`src/rtl/ctu_jtag_nstep_ctl_pkg.sv`:
```
`default_nettype none
// ============================================================================
//  Module      : ctu_nstep_pkg
//  Description : Shared types and NSTEP data-register field positions.
//  Revision    : 1.0  initial release
// ============================================================================
package ctu_nstep_pkg;

    localparam int c_dr_w = 10;

    // Update-DR field positions
    localparam int c_dr_go     = 9;
    localparam int c_dr_abort  = 8;
    localparam int c_dr_dom_hi = 7;
    localparam int c_dr_dom_lo = 5;
    localparam int c_dr_cnt_hi = 4;
    localparam int c_dr_cnt_lo = 1;

    // Domain mask bit indices
    localparam int c_dom_cmp  = 0;
    localparam int c_dom_dram = 1;
    localparam int c_dom_jbus = 2;

    typedef enum logic [2:0] {
        ST_IDLE       = 3'd0,
        ST_ARM        = 3'd1,
        ST_WAIT_START = 3'd2,
        ST_WAIT_DONE  = 3'd3,
        ST_DONE       = 3'd4
    } nstep_state_e;

    function automatic logic is_busy(input nstep_state_e st);
        return (st == ST_ARM) || (st == ST_WAIT_START) || (st == ST_WAIT_DONE);
    endfunction

endpackage
`default_nettype wire

```
`src/rtl/ctu_jtag_nstep_ctl_if.sv`:
```
`default_nettype none
// ============================================================================
//  Module      : ctu_jtag_nstep_ctl_if
//  Description : TAP-side data-register access bundle for the NSTEP DR.
//  Revision    : 1.0  initial release
// ============================================================================
interface ctu_jtag_nstep_ctl_if;
    logic sel_nstep;
    logic capture_dr;
    logic shift_dr;
    logic update_dr;
    logic tdi;
    logic tdo;

    modport master (
        output sel_nstep, capture_dr, shift_dr, update_dr, tdi,
        input  tdo
    );

    modport slave (
        input  sel_nstep, capture_dr, shift_dr, update_dr, tdi,
        output tdo
    );
endinterface
`default_nettype wire

```
`src/rtl/ctu_jtag_nstep_ctl_sync.sv`:
```
`default_nettype none
// ============================================================================
//  Module      : ctu_nstep_sync
//  Description : STAGES-deep single-bit synchronizer with async reset.
//  Revision    : 1.0  initial release
// ============================================================================
module ctu_nstep_sync #(
    parameter int STAGES = 2
) (
    input  wire logic clk,
    input  wire logic rst,
    input  wire logic d,
    output logic      q
);

    logic [STAGES-1:0] r_sync;

    always_ff @(posedge clk or posedge rst) begin
        if (rst) begin
            r_sync <= '0;
        end else begin
            r_sync <= {r_sync[STAGES-2:0], d};
        end
    end

    assign q = r_sync[STAGES-1];

endmodule
`default_nettype wire

```
`src/rtl/ctu_jtag_nstep_ctl.sv`:
```
`default_nettype none
// ============================================================================
//  Module      : ctu_jtag_nstep_ctl
//  Description : JTAG-side NSTEP DR owner; issues n-step requests to clkgn
//                and tracks the per-domain nstep_sel handshake to completion.
//  Revision    : 1.0  initial release
// ============================================================================
module ctu_jtag_nstep_ctl
    import ctu_nstep_pkg::*;
#(
    parameter int DR_W        = c_dr_w,
    parameter int SYNC_STAGES = 2,
    parameter int TMO_W       = 12
) (
    input  wire logic           clk,
    input  wire logic           rst,
    ctu_jtag_nstep_ctl_if.slave tap,
    input  wire logic           cmp_nstep_sel,
    input  wire logic           dram_nstep_sel,
    input  wire logic           jbus_nstep_sel,
    output logic [3:0]          jtag_nstep_count,
    output logic [2:0]          jtag_nstep_domain,
    output logic                jtag_nstep_vld,
    output logic                nstep_busy
);

    localparam logic [TMO_W-1:0] c_tmo_max  = '1;
    localparam logic [TMO_W-1:0] c_tmo_last = {{(TMO_W-1){1'b1}}, 1'b0};

    logic [DR_W-1:0]  r_dr;
    logic [DR_W-1:0]  w_status;
    logic [2:0]       w_sel_in;
    logic [2:0]       w_sel_raw;
    logic [2:0]       w_sel_s;
    logic             w_upd;
    logic             w_upd_go;
    logic             w_upd_abort;
    logic [2:0]       w_req_dom;
    logic [3:0]       w_req_cnt;
    logic             w_req_ok;

    nstep_state_e     r_state, w_state_nx;
    logic             r_vld, w_vld_nx;
    logic [3:0]       r_count, w_count_nx;
    logic [2:0]       r_domain, w_domain_nx;
    logic             r_done, w_done_nx;
    logic             r_timeout, w_timeout_nx;
    logic             r_err, w_err_nx;
    logic [TMO_W-1:0] r_tmo, w_tmo_nx;

    assign w_sel_in[c_dom_cmp]  = cmp_nstep_sel;
    assign w_sel_in[c_dom_dram] = dram_nstep_sel;
    assign w_sel_in[c_dom_jbus] = jbus_nstep_sel;

    generate
        for (genvar gi = 0; gi < 3; gi++) begin : g_sync
            ctu_nstep_sync #(.STAGES(SYNC_STAGES)) u_sync (
                .clk (clk),
                .rst (rst),
                .d   (w_sel_in[gi]),
                .q   (w_sel_raw[gi])
            );
        end
    endgenerate

    // Only domains named in the accepted request take part in the handshake
    assign w_sel_s    = w_sel_raw & r_domain;
    assign nstep_busy = is_busy(r_state);
    assign w_status   = {nstep_busy, r_done, r_timeout, r_err, w_sel_raw, r_state};

    always_ff @(posedge clk or posedge rst) begin
        if (rst) begin
            r_dr <= '0;
        end else if (tap.capture_dr && tap.sel_nstep) begin
            r_dr <= w_status;
        end else if (tap.shift_dr && tap.sel_nstep) begin
            r_dr <= {tap.tdi, r_dr[DR_W-1:1]};
        end
    end

    assign tap.tdo = r_dr[0];

    assign w_upd       = tap.update_dr & tap.sel_nstep;
    assign w_upd_abort = w_upd & r_dr[c_dr_abort];
    assign w_upd_go    = w_upd & r_dr[c_dr_go] & ~r_dr[c_dr_abort];
    assign w_req_dom   = r_dr[c_dr_dom_hi:c_dr_dom_lo];
    assign w_req_cnt   = r_dr[c_dr_cnt_hi:c_dr_cnt_lo];
    assign w_req_ok    = (w_req_cnt != 4'd0) && (w_req_dom != 3'd0);

    always_ff @(posedge clk or posedge rst) begin
        if (rst) begin
            r_state   <= ST_IDLE;
            r_vld     <= 1'b0;
            r_count   <= '0;
            r_domain  <= '0;
            r_done    <= 1'b0;
            r_timeout <= 1'b0;
            r_err     <= 1'b0;
            r_tmo     <= '0;
        end else begin
            r_state   <= w_state_nx;
            r_vld     <= w_vld_nx;
            r_count   <= w_count_nx;
            r_domain  <= w_domain_nx;
            r_done    <= w_done_nx;
            r_timeout <= w_timeout_nx;
            r_err     <= w_err_nx;
            r_tmo     <= w_tmo_nx;
        end
    end

    always_comb begin
        w_state_nx   = r_state;
        w_vld_nx     = r_vld;
        w_count_nx   = r_count;
        w_domain_nx  = r_domain;
        w_done_nx    = r_done;
        w_timeout_nx = r_timeout;
        w_err_nx     = r_err;
        w_tmo_nx     = r_tmo;

        if (w_upd_abort && (r_state != ST_IDLE)) begin
            w_state_nx   = ST_IDLE;
            w_vld_nx     = 1'b0;
            w_done_nx    = 1'b0;
            w_timeout_nx = 1'b0;
        end else begin
            case (r_state)
                ST_IDLE, ST_DONE: begin
                    if (w_upd_go) begin
                        if (w_req_ok) begin
                            w_count_nx   = w_req_cnt;
                            w_domain_nx  = w_req_dom;
                            w_done_nx    = 1'b0;
                            w_timeout_nx = 1'b0;
                            w_err_nx     = 1'b0;
                            w_state_nx   = ST_ARM;
                        end else begin
                            w_err_nx   = 1'b1;
                            w_state_nx = ST_IDLE;
                        end
                    end
                end
                ST_ARM: begin
                    w_vld_nx   = 1'b1;
                    w_state_nx = ST_WAIT_START;
                end
                ST_WAIT_START: begin
                    if (w_sel_s != 3'd0) begin
                        w_vld_nx   = 1'b0;
                        w_state_nx = ST_WAIT_DONE;
                    end else if (r_tmo == c_tmo_last) begin
                        w_vld_nx     = 1'b0;
                        w_timeout_nx = 1'b1;
                        w_state_nx   = ST_DONE;
                    end
                end
                ST_WAIT_DONE: begin
                    if (w_sel_s == 3'd0) begin
                        w_done_nx  = 1'b1;
                        w_state_nx = ST_DONE;
                    end else if (r_tmo == c_tmo_last) begin
                        w_timeout_nx = 1'b1;
                        w_state_nx   = ST_DONE;
                    end
                end
                default: begin
                    w_vld_nx   = 1'b0;
                    w_state_nx = ST_IDLE;
                end
            endcase

            if (w_upd_go && nstep_busy) begin
                w_err_nx = 1'b1;
            end
        end

        // The counter expires on the edge it would reach all-ones, giving 2**TMO_W-1 cycles per phase
        if (w_state_nx != r_state) begin
            w_tmo_nx = '0;
        end else if (((r_state == ST_WAIT_START) || (r_state == ST_WAIT_DONE)) && (r_tmo != c_tmo_max)) begin
            w_tmo_nx = r_tmo + 1'b1;
        end
    end

    assign jtag_nstep_vld    = r_vld;
    assign jtag_nstep_count  = r_count;
    assign jtag_nstep_domain = r_domain;

endmodule
`default_nettype wire

```
`src/flat_wrapper.sv`:
```
// flat-port wrapper written by rule: the top's interface ports become plain ports
module ctu_jtag_nstep_ctl_flat import ctu_nstep_pkg::*;
#(
    parameter int DR_W        = c_dr_w,
    parameter int SYNC_STAGES = 2,
    parameter int TMO_W       = 12
)
  (clk, rst, cmp_nstep_sel, dram_nstep_sel, jbus_nstep_sel, jtag_nstep_count, jtag_nstep_domain, jtag_nstep_vld, nstep_busy, tap_sel_nstep, tap_capture_dr, tap_shift_dr, tap_update_dr, tap_tdi, tap_tdo);
  ctu_jtag_nstep_ctl_if tap_i ();
  input  wire logic clk;
  input  wire logic rst;
  input  wire logic cmp_nstep_sel;
  input  wire logic dram_nstep_sel;
  input  wire logic jbus_nstep_sel;
  output logic [3:0] jtag_nstep_count;
  output logic [2:0] jtag_nstep_domain;
  output logic jtag_nstep_vld;
  output logic nstep_busy;
  input wire logic [$bits(tap_i.sel_nstep)-1:0] tap_sel_nstep;
  input wire logic [$bits(tap_i.capture_dr)-1:0] tap_capture_dr;
  input wire logic [$bits(tap_i.shift_dr)-1:0] tap_shift_dr;
  input wire logic [$bits(tap_i.update_dr)-1:0] tap_update_dr;
  input wire logic [$bits(tap_i.tdi)-1:0] tap_tdi;
  output wire logic [$bits(tap_i.tdo)-1:0] tap_tdo;
  assign tap_i.sel_nstep = tap_sel_nstep;
  assign tap_i.capture_dr = tap_capture_dr;
  assign tap_i.shift_dr = tap_shift_dr;
  assign tap_i.update_dr = tap_update_dr;
  assign tap_i.tdi = tap_tdi;
  assign tap_tdo = tap_i.tdo;
  ctu_jtag_nstep_ctl #(.DR_W(DR_W), .SYNC_STAGES(SYNC_STAGES), .TMO_W(TMO_W)) u_core (.clk(clk), .rst(rst), .tap(tap_i), .cmp_nstep_sel(cmp_nstep_sel), .dram_nstep_sel(dram_nstep_sel), .jbus_nstep_sel(jbus_nstep_sel), .jtag_nstep_count(jtag_nstep_count), .jtag_nstep_domain(jtag_nstep_domain), .jtag_nstep_vld(jtag_nstep_vld), .nstep_busy(nstep_busy));
endmodule
```
`config.mk`:
```
export PLATFORM = sky130hd
export DESIGN_NAME = ctu_jtag_nstep_ctl_flat
export DESIGN_NICKNAME = d
export VERILOG_FILES = /design/src/rtl/ctu_jtag_nstep_ctl_pkg.sv /design/src/rtl/ctu_jtag_nstep_ctl_if.sv /design/src/rtl/ctu_jtag_nstep_ctl_sync.sv /design/src/rtl/ctu_jtag_nstep_ctl.sv /design/src/flat_wrapper.sv
export SDC_FILE = /design/constraint.sdc
export NUM_CORES = 1
export LEC_CHECK = 0
export CAP_MARGIN = 20
export CORE_MARGIN = 2
export CORE_UTILIZATION = 55
export DETAILED_ROUTE_END_ITERATION = 10
export PLACE_DENSITY = 0.78
export SYNTH_ARGS = -nofsm -noshare
export SYNTH_HDL_FRONTEND = slang
export SYNTH_HIERARCHICAL = 1
export SYNTH_SLANG_ARGS = --single-unit
```
`constraint.sdc`:
```
create_clock -name clk -period 4.51 [get_ports clk]
set_clock_uncertainty 0.05 [all_clocks]
set_input_delay 0.902 -clock clk [delete_from_list [all_inputs] [get_ports clk]]
set_output_delay 0.902 -clock clk [all_outputs]
set_load 0.01 [all_outputs]
```
### Yosys cells after proc, flatten, opt, wreduce, memory -nomap -nowiden

Cells that the tools add are included.
W data, S select, Z words.

| operators by class | value |
|---|---|
| add/subtract/negate cells | 1 |
| equal/unequal tests | 14 |
| mux-type cells | 29 |
| bitwise logic cells | 7 |
| reductions and logical operators | 28 |

Operator list:

| kind | count |
|---|---|
| $mux W12 | 2 |
| $mux W10 | 2 |
| $mux W1 | 16 |
| $mux W3 | 5 |
| $add A12 B1 Y12 const B | 1 |
| $eq A12 B12 Y1 const B | 1 |
| $ne A12 B12 Y1 const B | 1 |
| $pmux W3 S4 | 1 |
| $reduce_bool A3 Y1 | 4 |
| $ne A3 B3 Y1 const B | 3 |
| $reduce_and A4 Y1 | 2 |
| $reduce_bool A2 Y1 | 4 |
| $reduce_bool A4 Y1 | 2 |
| $eq A3 B2 Y1 const B | 2 |
| $logic_and A1 B1 Y1 | 6 |
| $logic_not A3 Y1 | 2 |
| $ne A3 B1 Y1 const B | 2 |
| $pmux W1 S3 | 2 |
| $reduce_and A5 Y1 | 1 |
| $and A1 B1 Y1 | 4 |
| $ne A4 B4 Y1 const B | 1 |
| $and A3 B3 Y3 | 1 |
| $eq A3 B1 Y1 const B | 1 |
| $eq A3 B3 Y1 const B | 1 |
| other kinds (9) | 12 |

| storage, ports and cells | value |
|---|---|
| register bits | 42 |
| bits of input ports | 10 |
| output and inout bits | 10 |
| word-level logic and storage cells | 91 |

### Longest topological paths before layout

Gate-level depths: netlist (run 1).

| depth | value |
|---|---|
| depth after elaboration | 8 |
| gate-level depth with buffers | 9 |
| mapped depth without buffers | 7 |

### Hierarchy

The synthesis (run 1) kept the hierarchy.

Modules (own cells, without submodules):

| module | instances | cells an instance | area each (µm²) | seq. area each (µm²) |
|---|---|---|---|---|
| ctu_jtag_nstep_ctl | 1 | 190 | 1964.4 | 900.9 |
| ctu_nstep_sync | 3 | 3 | 53.8 | 50.0 |

### Worst setup path after synthesis (run 1)

No wires, ideal clock.

| path | value |
|---|---|
| kind | input to register |
| start | input port tap_sel_nstep |
| end | register u_core.r_count[0], in the netlist u_core/jtag_nstep_count[0] |
| library setup time | 125 ps |
| arrival | 2108 ps |
| required time | 4335 ps |
| slack | 2228 ps |
| cell stages on the path | 4 |
| buffers on the path | 1 |
| cells stage by stage | nand4b_1 > nor4_1 > buf_2 > mux2_2 |

| between the ends | value |
|---|---|
| word-level cells in the longest chain between the ends | 5 |
| elaborated cells on any way between the ends | 7 |
| those cells by class | 5 x bitwise; 2 x reduce/logical |

Ends and longest elaborated chain:

| element | line | RTL |
|---|---|---|
| start: declaration | flat_wrapper.sv:19 | `input wire logic [$bits(tap_i.sel_nstep)-1:0] tap_sel_nstep;` |
| $and A1 B1 Y1 * | ctu_jtag_nstep_ctl.sv:83 | `assign w_upd = tap.update_dr & tap.sel_nstep;` |
| $and A1 B1 Y1 | ctu_jtag_nstep_ctl.sv:84 | `assign w_upd_abort = w_upd & r_dr[c_dr_abort];` |
| $logic_and A1 B1 Y1 | ctu_jtag_nstep_ctl.sv:122 | `if (w_upd_abort && (r_state != ST_IDLE)) begin` |
| $not A1 Y1 (no source line) | -- |  |
| $reduce_and A4 Y1 (no source line) * | -- |  |
| end signal: assignment | ctu_jtag_nstep_ctl.sv:103 | `r_count <= w_count_nx;` |
| end: declaration | ctu_jtag_nstep_ctl.sv:44 | `logic [3:0] r_count, w_count_nx;` |

Every way passes the cells marked *; elsewhere a longest branch is shown, timed or not.
A chain may end at the register's enable or synchronous reset.

### Final worst setup path (run 1)

| path | value |
|---|---|
| start | input port tap_sel_nstep |
| end | register u_core.r_tmo[11] |

| between the ends | value |
|---|---|
| word-level cells in the longest chain between the ends | 8 |
| elaborated cells on any way between the ends | 11 |
| those cells by class | 1 x eq/ne; 4 x mux; 4 x bitwise; 2 x reduce/logical |

Ends and longest elaborated chain:

| element | line | RTL |
|---|---|---|
| $and A1 B1 Y1 * | ctu_jtag_nstep_ctl.sv:83 |  |
| $and A1 B1 Y1 (2 in a row) | ctu_jtag_nstep_ctl.sv:85 | `assign w_upd_go = w_upd & r_dr[c_dr_go] & ~r_dr[c_dr_abort];` |
| $mux W3 | ctu_jtag_nstep_ctl.sv:130 | `if (w_upd_go) begin` |
| $pmux W3 S4 | ctu_jtag_nstep_ctl.sv:128 | `case (r_state)` |
| $mux W3 * | ctu_jtag_nstep_ctl.sv:122 |  |
| $ne A3 B3 Y1 * | ctu_jtag_nstep_ctl.sv:179 | `if (w_state_nx != r_state) begin` |
| $mux W12 / $reduce_bool A2 Y1 (equally long branches) | -- |  |
| end signal: assignment | ctu_jtag_nstep_ctl.sv:108 | `r_tmo <= w_tmo_nx;` |
| end: declaration | ctu_jtag_nstep_ctl.sv:49 | `logic [TMO_W-1:0] r_tmo, w_tmo_nx;` |

Marked as above.

==> flow_summary_export.csv, run 1 <==
group,metric,value,unit
status,status,"complete, no violations",
clock_tree,cts_resized,0,
synth,ys_ff_latch,42,
floorplan,dieArea,0.00438,mm2
floorplan,rows,22,
critical_path,critPathMaxStageDelay,0.88,ns
timing,setup_viol,0,
timing,max_freq,0.315,GHz
synth,yosys_warnings,6,
final_layout,area_delta_synth_final,14.7,%
critical_path,crit_buf_inv,1,
floorplan,die_w,66.2,um
clock_tree,clk_pin_slew_worst_paths,0.08,ns
timing,hold_slack,0.310,ns
synth,netlist_instances,199,
synth,synthMuxAreaShare,3.71,%
worst_hold_path,hold_path_class,"reg -> reg",
synth,synth-edff-count,0,
clock_tree,cts_tree,"done",
clock_tree,clk_latency,0.29,ns
timing,maxSlewHeadroom,34.9,%
synth,syn_avg_cell_area,10.7,um2
clock_tree,numCtsBuffers,5,
placement,gp_congestion,0.905,
global_routing,met2_usage,38.0,%
global_routing,antenna_found_initial,0,
power,p_leak,0.00107,uW
clock_tree,cts-hold-fix-buffers,0,
timing,tns,0,ns
critical_path,start_kind,"input port",
clock_tree,clockBufferDepth,2,
synth,synthAdderAreaFrac,1.65,%
global_routing,grt_max_degree,32,
critical_path,required,4.59,ns
floorplan,die_h,66.2,um
detailed_routing,vias,1647,
global_routing,grtUsageMet1,30.5,%
global_routing,track_usage,23.2,%
final_layout,layout.nets,226,
power,powerDensity,621,mW/mm2
final_layout,diodes,0,
critical_path,cp_cell_sequence,"clkdlybuf4s50_1, and3_1, a2111oi_4, o311ai_2, nor2_1",
clock_tree,cts_setup_buffers,0,
detailed_routing,first_pass_iters,4,
final_layout,mostFrequentLayoutCells,"dfrtp_1 (42), nor2_1 (20), a22o_1 (20)",
detailed_routing,vias_per_cell,6.26,
synth,synthFlopType,"dfrtp_1",
final_layout,layout_commonest_cell,"dfrtp_1",
global_routing,top_usage_layer,"met2",
floorplan,ios,20,
synth,ys_seq_area_share,49.4,%
timing,period_needed,3.18,ns
clock_tree,root_buffer,"clkbuf_8",
timing,tightest_slew,0.975,ns
critical_path,cp.arrival,3.26,ns
detailed_routing,routedWlPerCell,16.9,um
detailed_routing,drtIter0Drc,226,
critical_path,worstPathMaxFanout,14,
floorplan,core,0.00369,mm2
global_routing,gr-usage-met3,5.62,%
critical_path,criticalPathCategory,"in -> reg",
synth,synth-xor-area-share,3.71,%
synth,async_flop_share,100,%
critical_path,worstSetupEndpointType,"flop",
placement,port_buffers,19,
timing,hold_viol_final,0,
synth,synth_top_family_by_area,"compound AO/OA/AOI/OAI gates",
critical_path,cp_top_family,"compound AO/OA/AOI/OAI gates",
placement,dp_hpwl,3.09,mm
synth,synth-simple-area-share,16.8,%
clock_tree,htreeDepth,2,
timing,slew_violations,0,
power,total_power,1510,uW
timing,period_share,70.4,%
timing,grt_setup_unrepaired,"false",
clock_tree,cts_sinks,42,
run,drv_cap,0,
global_routing,grt_pass1_vias,1603,
critical_path,cp_slowest_cell,"o311ai_2",
detailed_routing,wirelength,4.45,mm
detailed_routing,drc,0,
detailed_routing,ant_nets,0,
final_layout,drive_gt1_share,12.6,%
synth,synth_compound_gate_area_share,20.0,%
synth,syn-cell-area,0.00213,mm2
synth,synth_nets,211,
power,peakVddDrop,0.000426,V
global_routing,gr-total-overflow,0,
floorplan,start_util,57.6,%
global_routing,grt_pass1_wl,7.61,mm
synth,synthDistinctLibCells,46,
layer usage:
layer	routed length (um)	share of wire [%]
met5	0	0
met4	55	1.2
met3	219	4.9
met2	2230	50
met1	1950	44
synth_stat cells (3+ instances only):
master,number,share of area (%)
a21oi_1,11,2.6
a22o_1,20,8.2
and3_1,6,1.8
buf_2,3,0.71
buf_6,3,1.6
clkbuf_1,8,1.4
dfrtp_1,42,49
inv_1,6,1.1
mux2_2,7,3.7
nand2_1,6,1.1
nand3_1,11,2.6
nor2_1,20,3.5
nor2b_1,3,0.88
nor3_1,5,1.2
nor4_1,5,1.5
xnor2_1,5,2.1
xor2_1,4,1.6
final cells by class:
type                            instances  area (um2)
Fill cell                             296        1250
Sequential cell                        42        1050
Multi-Input combinational cell        137         980
Timing Repair Buffer                   22         213
Clock buffer                            5        68.8
Tap cell                               48        60.1
Clock inverter                          3        43.8
Inverter                                6        22.5
through the flow:
stage | setup slack, ns | utilization, % | cells | instance area [um2]
finish | 1.33 | 66.1 | 263 | 2440
detailed placement | 0.995 | 63.1 | 255 | 2330
CTS | 1.34 | 66.1 | 263 | 2440
global route | 1.13 | 66.1 | 263 | 2440
global placement | 1.17 | 63.1 | 255 | 2330
floorplan | 2.23 | - | 199 | 2130
flip-flops by register name, summed over array words and instances, names as in the netlist:
signal / flops
u_core/g_sync.u_sync/r_sync: 6
u_core/r_dr: 10
u_core/jtag_nstep_domain: 3
u_core/jtag_nstep_vld: 1
u_core/r_tmo: 12
u_core/jtag_nstep_count: 4
u_core/r_done: 1
u_core/r_err: 1
u_core/r_timeout: 1
u_core/r_state: 3
kinds of logic after synthesis:
family | count (synthesis)
AO/OA/AOI/OAI | 50
XOR/XNOR | 9
adder cells (fa/ha/maj) | 3
buffers and inverters | 20
flip-flops | 42
multiplexers | 7
AND/OR/NAND/NOR | 68
path summary, 6_finish.rpt:
check	startpoint	endpoint	slack, ns	depth (start not counted)
setup / recovery	tap_sel_nstep	u_core/r_tmo[11]$_DFFE_PP0P_	1.33	5
hold / removal	u_core/g_sync[1].u_sync/r_sync[0]$_DFF_PP0_	u_core/g_sync[1].u_sync/r_sync[1]$_DFF_PP0_	0.31	0
setup reg to reg	u_core/r_tmo[0]$_DFFE_PP0P_	u_core/r_tmo[11]$_DFFE_PP0P_	2.08	7
hold reg to reg	u_core/g_sync[1].u_sync/r_sync[0]$_DFF_PP0_	u_core/g_sync[1].u_sync/r_sync[1]$_DFF_PP0_	0.31	0
max in group asynchronous	rst	u_core/r_tmo[7]$_DFFE_PP0P_	2.92	3
min in group asynchronous	rst	u_core/g_sync[0].u_sync/r_sync[1]$_DFF_PP0_	0.80	2
report_power, final:
part | leakage (uW) | switching (uW) | internal [uW]
registers | 0.000541 | 156 | 504
clock network | 0.0000585 | 130 | 166
logic | 0.000469 | 273 | 285
No activity file was read; power rests on OpenSTA's default activity.
==> inputs of run 2 (changes only) <==
Settings changed: CORE_UTILIZATION 55 to 51, PLACE_DENSITY 0.78 to 0.76.
Clock period 4.51 ns to 2.9 ns, I/O delays scaled along.
==> run 2 against run 1 <==
Critical path depth decreased by 2. Core utilization is 4.7 points lower. Global-route usage down 1.8 points. Die area is 7.4% higher. Non-clock buffer count grew 2. Largest cell class unchanged. Sequential power up 55%. Critical endpoint is now nstep_busy.
==> flow_summary_export.csv, run 2 (synthesized netlist as in run 1, its figures left out) <==
group,metric,value,unit
power,peakVddDrop,0.000443,V
critical_path,crit_buf_inv,1,
run,drv_cap,0,
final_layout,regMostFlops,"u_core/r_tmo",
critical_path,cp_slowest_cell,"dfrtp_1",
final_layout,largest_reg_flops,12,
final_layout,diodes,0,
placement,dp_cells,259,
timing,setup_viol,0,
timing,hold_viol_final,0,
final_layout,design_area,0.00246,mm2
placement,port_buffers,19,
floorplan,die_w,68.6,um
status,status,"complete, no violations",
floorplan,rows,23,
clock_tree,cts-hold-fix-buffers,0,
global_routing,grt_pass1_wl,7.37,mm
timing,tightest_slew,0.978,ns
detailed_routing,wirelength,4.46,mm
critical_path,worstSetupEndpointType,"primary output",
global_routing,antenna_found_initial,0,
power,powerDensity,960,mW/mm2
critical_path,cp_common_cell,"nor2_1",
final_layout,n_fill_cell,310,
critical_path,worstPathMaxFanout,12,
floorplan,start_util,53.1,%
timing,max_freq,0.390,GHz
clock_tree,cts_sinks,42,
critical_path,cp.arrival,1.93,ns
global_routing,track_usage,21.4,%
power,power_frac_comb,37.2,%
detailed_routing,drtIter0Drc,249,
detailed_routing,drc,0,
worst_hold_path,hold_path_class,"reg -> reg",
clock_tree,htreeDepth,2,
placement,gp_congestion,0.866,
power,p_seq_share,43.2,%
final_layout,layout_commonest_cell,"dfrtp_1",
power,clkPwrFrac,19.6,%
power,swShare,37.0,%
final_layout,reg.largest.list,"u_core/r_tmo x12, u_core/r_dr x10, u_core/g_sync.u_sync/r_sync x6",
floorplan,die_h,68.6,um
timing,grt_setup_unrepaired,"false",
power,total_power,2360,uW
power,p_leak,0.00108,uW
critical_path,cp_cell_sequence,"nor2_1, nor2_1, clkdlybuf4s50_1",
timing,maxSlewHeadroom,34.7,%
final_layout,area_delta_synth_final,15.5,%
critical_path,start_kind,"flop",
clock_tree,clk_pin_slew_worst_paths,0.08,ns
clock_tree,cts_setup_buffers,0,
global_routing,gr-total-overflow,0,
detailed_routing,routedWlPerCell,16.7,um
power,p_int,1490,uW
global_routing,grt_pass1_vias,1511,
clock_tree,root_buffer,"clkbuf_8",
floorplan,dieArea,0.00470,mm2
clock_tree,cts_resized,0,
floorplan,ios,20,
clock_tree,numCtsBuffers,5,
clock_tree,clk_latency,0.29,ns
critical_path,required,2.27,ns
critical_path,critPathMaxStageDelay,0.63,ns
final_layout,drive_gt1_share,13.4,%
placement,detailed_place.area,0.00234,mm2
floorplan,core,0.00400,mm2
clock_tree,cts_tree,"done",
global_routing,grt_max_degree,37,
critical_path,cp_top_family,"flip-flops",
critical_path,criticalPathCategory,"reg -> out",
timing,period_share,88.4,%
clock_tree,clockBufferDepth,2,
timing,slew_violations,0,
final_layout,layout.nets,228,
final_layout,final_cell_count_no_fill,267,
detailed_routing,vias,1630,
critical_path,regToRegSetupSlack,0.47,ns
timing,tns,0,ns
detailed_routing,ant_nets,0,
detailed_routing,first_pass_iters,4,
timing,period_needed,2.56,ns
placement,dp_hpwl,3.06,mm
final_layout,mostFrequentLayoutCells,"dfrtp_1 (42), nor2_1 (20), a22o_1 (20)",
power,p_switching,872,uW
detailed_routing,vias_per_cell,6.10,
run 2: metrics by stage:
| stage | hold slack (ns) | setup WS, ns | util (%) |
|---|---|---|---|
| 2_1_floorplan | 0.271 | 0.890 | - |
| 3_3_place_gp | 0.285 | 0.149 | 58.6 |
| 3_5_place_dp | 0.286 | 0.0646 | 58.6 |
| 4_1_cts | 0.305 | 0.340 | 61.4 |
| 5_1_grt | 0.313 | 0.176 | 61.4 |
| 6_report | 0.301 | 0.336 | 61.4 |
run 2: power by group through the flow:
stage | clock [uW] | sequential (uW) | combinational (uW)
finish | 463 | 1020 | 877
global route | 499 | 1050 | 968
CTS | 474 | 1020 | 879
detailed placement | 0 | 1020 | 870
global placement | 0 | 1010 | 833
floorplan | 0 | 962 | 645
run 2: final timing paths:
path | start | endpoint | depth (start not counted)
worst max-delay path | u_core/r_state[0]$_DFF_PP0_ | nstep_busy | 3
worst min-delay path | u_core/g_sync[1].u_sync/r_sync[0]$_DFF_PP0_ | u_core/g_sync[1].u_sync/r_sync[1]$_DFF_PP0_ | 0
worst max register to register | u_core/r_tmo[0]$_DFFE_PP0P_ | u_core/r_tmo[2]$_DFFE_PP0P_ | 7
worst min register to register | u_core/g_sync[1].u_sync/r_sync[0]$_DFF_PP0_ | u_core/g_sync[1].u_sync/r_sync[1]$_DFF_PP0_ | 0
max in group asynchronous | rst | u_core/r_tmo[7]$_DFFE_PP0P_ | 3
min in group asynchronous | rst | u_core/g_sync[1].u_sync/r_sync[0]$_DFF_PP0_ | 2
run 2: final cells by class:
class | instances | area, um2 | area share (%)
flip-flops and latches | 42 | 1050 | 42.8
repair buffers | 24 | 228 | 9.27
well taps | 50 | 62.6 | 2.55
clock inverters | 3 | 43.8 | 1.78
inverters | 6 | 22.5 | 0.917
clock buffers | 5 | 68.8 | 2.80
multi-input cells | 137 | 980 | 39.9
run 2: layer usage:
layer,GRT usage [%],up-vias,wire (um)
met2,33.3,54,2170
li1,-,768,-
met5,0,-,0
met4,7.75,0,72
met3,4.38,7,190
met1,29.7,801,2030
run 2: worst reg2reg max path, stage by stage (launching register included):
cell,delay [ns]
dfrtp_1,0.43
inv_1,0.07
ha_1,0.14
and3_1,0.18
and4_4,0.29
a2111oi_4,0.09
o311ai_2,0.88
nor3_1,0.15
==> inputs of run 3 (changes only) <==
Settings changed: CAP_MARGIN 20 to default, CORE_UTILIZATION 51 to 55, PLACE_DENSITY 0.76 to 0.78.
Clock period 2.9 ns to 2.7 ns, I/O delays scaled along.
==> run 3 against run 2 <==
Sequential cell count is the same. Register-to-register slack got worse by 0.21 ns. Critical path depth rose by 4. Die area shrank 6.9%. Highest routed layer unchanged. First-iteration DRC count fell by 39%. Critical path type is now reg -> reg.
==> flow_summary_export.csv, run 3 (synthesized netlist as in run 1, its figures left out) <==
group,metric,value,unit
status,status,"complete, no violations",
critical_path,critPathMaxStageDelay,0.88,ns
timing,setup_viol,0,
worst_hold_path,hold_start,"u_core/g_sync[1].u_sync/r_sync[0]$_DFF_PP0_",
timing,tns,0,ns
placement,gp_congestion,0.832,
final_layout,design_area,0.00245,mm2
detailed_routing,wirelength,4.28,mm
floorplan,core,0.00369,mm2
power,swShare,37.0,%
final_layout,largest_reg_flops,12,
clock_tree,cts_resized,0,
detailed_routing,routedWlPerCell,16.0,um
clock_tree,cts-hold-fix-buffers,0,
clock_tree,cts_tree,"done",
clock_tree,htreeDepth,2,
placement,dp_hpwl,3.10,mm
power,peakVddDrop,0.000533,V
critical_path,required,2.78,ns
global_routing,gr-total-overflow,0,
global_routing,grt_pass1_vias,1625,
power,p_switching,901,uW
detailed_routing,ant_nets,0,
critical_path,reg2regPathDepth,7,
timing,grt_setup_unrepaired,"false",
placement,port_buffers,19,
floorplan,die_w,66.2,um
power,p_int,1530,uW
power,powerDensity,992,mW/mm2
detailed_routing,vias_per_cell,6.09,
critical_path,cp_cell_sequence,"inv_1, ha_1, and3_1, and4_4, a2111oi_4, o311ai_2, nor3_1",
critical_path,regToRegSetupSlack,0.26,ns
detailed_routing,drc,0,
timing,period_share,90.2,%
floorplan,die_h,66.2,um
final_layout,mostFrequentLayoutCells,"dfrtp_1 (42), nor2_1 (20), a22o_1 (20)",
timing,maxSlewHeadroom,34.5,%
timing,hold_viol_final,0,
timing,slew_violations,0,
critical_path,cp.arrival,2.52,ns
power,clkPwrFrac,16.7,%
final_layout,postLayoutCoreUtil,66.6,%
critical_path,rr_endpoint,"u_core/r_tmo[2]$_DFFE_PP0P_",
floorplan,rows,22,
critical_path,cp_slowest_cell,"o311ai_2",
detailed_routing,drtIter0Drc,153,
placement,dp_slack,0.107,ns
placement,detailed_place.area,0.00236,mm2
clock_tree,cts_setup_buffers,0,
final_layout,area_delta_synth_final,15.5,%
global_routing,grt_max_degree,37,
power,p_seq_share,44.1,%
floorplan,ios,20,
critical_path,worstPathMaxFanout,12,
final_layout,layout.nets,231,
global_routing,grt_pass1_wl,7.58,mm
floorplan,start_util,57.6,%
clock_tree,clk_latency,0.29,ns
timing,tightest_slew,0.981,ns
power,total_power,2440,uW
timing,worst_slack,0.264,ns
global_routing,antenna_found_initial,0,
final_layout,diodes,0,
critical_path,r2r_start,"u_core/r_tmo[0]$_DFFE_PP0P_",
power,power_frac_comb,39.1,%
power,p_leak,0.00108,uW
clock_tree,clockBufferDepth,2,
floorplan,dieArea,0.00438,mm2
clock_tree,numCtsBuffers,5,
worst_hold_path,hold_path_class,"reg -> reg",
final_layout,drive_gt1_share,14.1,%
critical_path,criticalPathCategory,"reg -> reg",
detailed_routing,first_pass_iters,4,
timing,period_needed,2.44,ns
global_routing,track_usage,23.0,%
detailed_routing,vias,1632,
critical_path,worstSetupEndpointType,"flop",
critical_path,start_kind,"flop",
run,drv_cap,0,
clock_tree,root_buffer,"clkbuf_8",
critical_path,cp-startpoint,"u_core/r_tmo[0]$_DFFE_PP0P_",
final_layout,regMostFlops,"u_core/r_tmo",
timing,max_freq,0.410,GHz
clock_tree,cts_sinks,42,
final_layout,reg.largest.list,"u_core/r_tmo x12, u_core/r_dr x10, u_core/g_sync.u_sync/r_sync x6",
final_layout,layout_commonest_cell,"dfrtp_1",
critical_path,endpoint,"u_core/r_tmo[2]$_DFFE_PP0P_",
clock_tree,clk_pin_slew_worst_paths,0.07,ns
run 3: cell types whose count changed in the layout (fill, tap and decap cells not counted), sizes merged:
| cell | previous run | this run |
|---|---|---|
| buf | 5 | 8 |
| clkbuf | 5 | 7 |
| bufinv | 1 | 0 |
| inv | 7 | 6 |
run 3: worst min-delay path by stage:
stage | cells after the start | slack (ns) | endpoint
finish | 0 | 0.31 | u_core/g_sync[1].u_sync/r_sync[1]$_DFF_PP0_
global route | 0 | 0.32 | u_core/g_sync[1].u_sync/r_sync[1]$_DFF_PP0_
CTS | 0 | 0.31 | u_core/g_sync[1].u_sync/r_sync[1]$_DFF_PP0_
detailed placement | 0 | 0.29 | u_core/g_sync[1].u_sync/r_sync[1]$_DFF_PP0_
global placement | 0 | 0.29 | u_core/g_sync[0].u_sync/r_sync[1]$_DFF_PP0_
floorplan | 1 | 0.23 | u_core/g_sync[0].u_sync/r_sync[0]$_DFF_PP0_
run 3: power by group through the flow:
stage          logic [uW]  clock network (uW)  registers, uW
6_report              953                 407           1080
5_1_grt              1050                 443           1110
4_1_cts               962                 420           1070
3_5_place_dp          957                   0           1080
3_3_place_gp          923                   0           1060
2_1_floorplan         693                   0           1030
run 3: routing by layer:
layer  global-route usage [%]  up-vias  part of all wire [%]  wire (um)
li1                         -      772                     -          -
met1                     31.8      808                    47       1990
met2                     35.6       43                    48       2040
met3                     3.58        9                   3.7        159
met4                     10.5        0                   2.1         90
met5                        0        -                     0          0
run 3: worst max-delay path: cells and delay by family, from the launching register on:
kind                     cells  cell delay, ns
AO/OA/AOI/OAI                2            0.96
flip-flops                   1            0.42
AND/OR/NAND/NOR              3            0.62
adder cells (fa/ha/maj)      1            0.15
buffers and inverters        1            0.07
run 3: area by class of cell:
type	count	area [um2]
clock buffers	7	86.3
clock inverters	1	5.00
fillers	303	1230
inverters	6	22.5
multi-input cells	137	980
flip-flops and latches	42	1050
well taps	48	60.1
repair buffers	27	250
run 3: metrics by stage:
step / instances / hold WS [ns]
2_1_floorplan: 199 / 0.231
3_3_place_gp: 260 / 0.291
3_5_place_dp: 260 / 0.293
4_1_cts: 268 / 0.310
5_1_grt: 268 / 0.323
6_report: 268 / 0.307
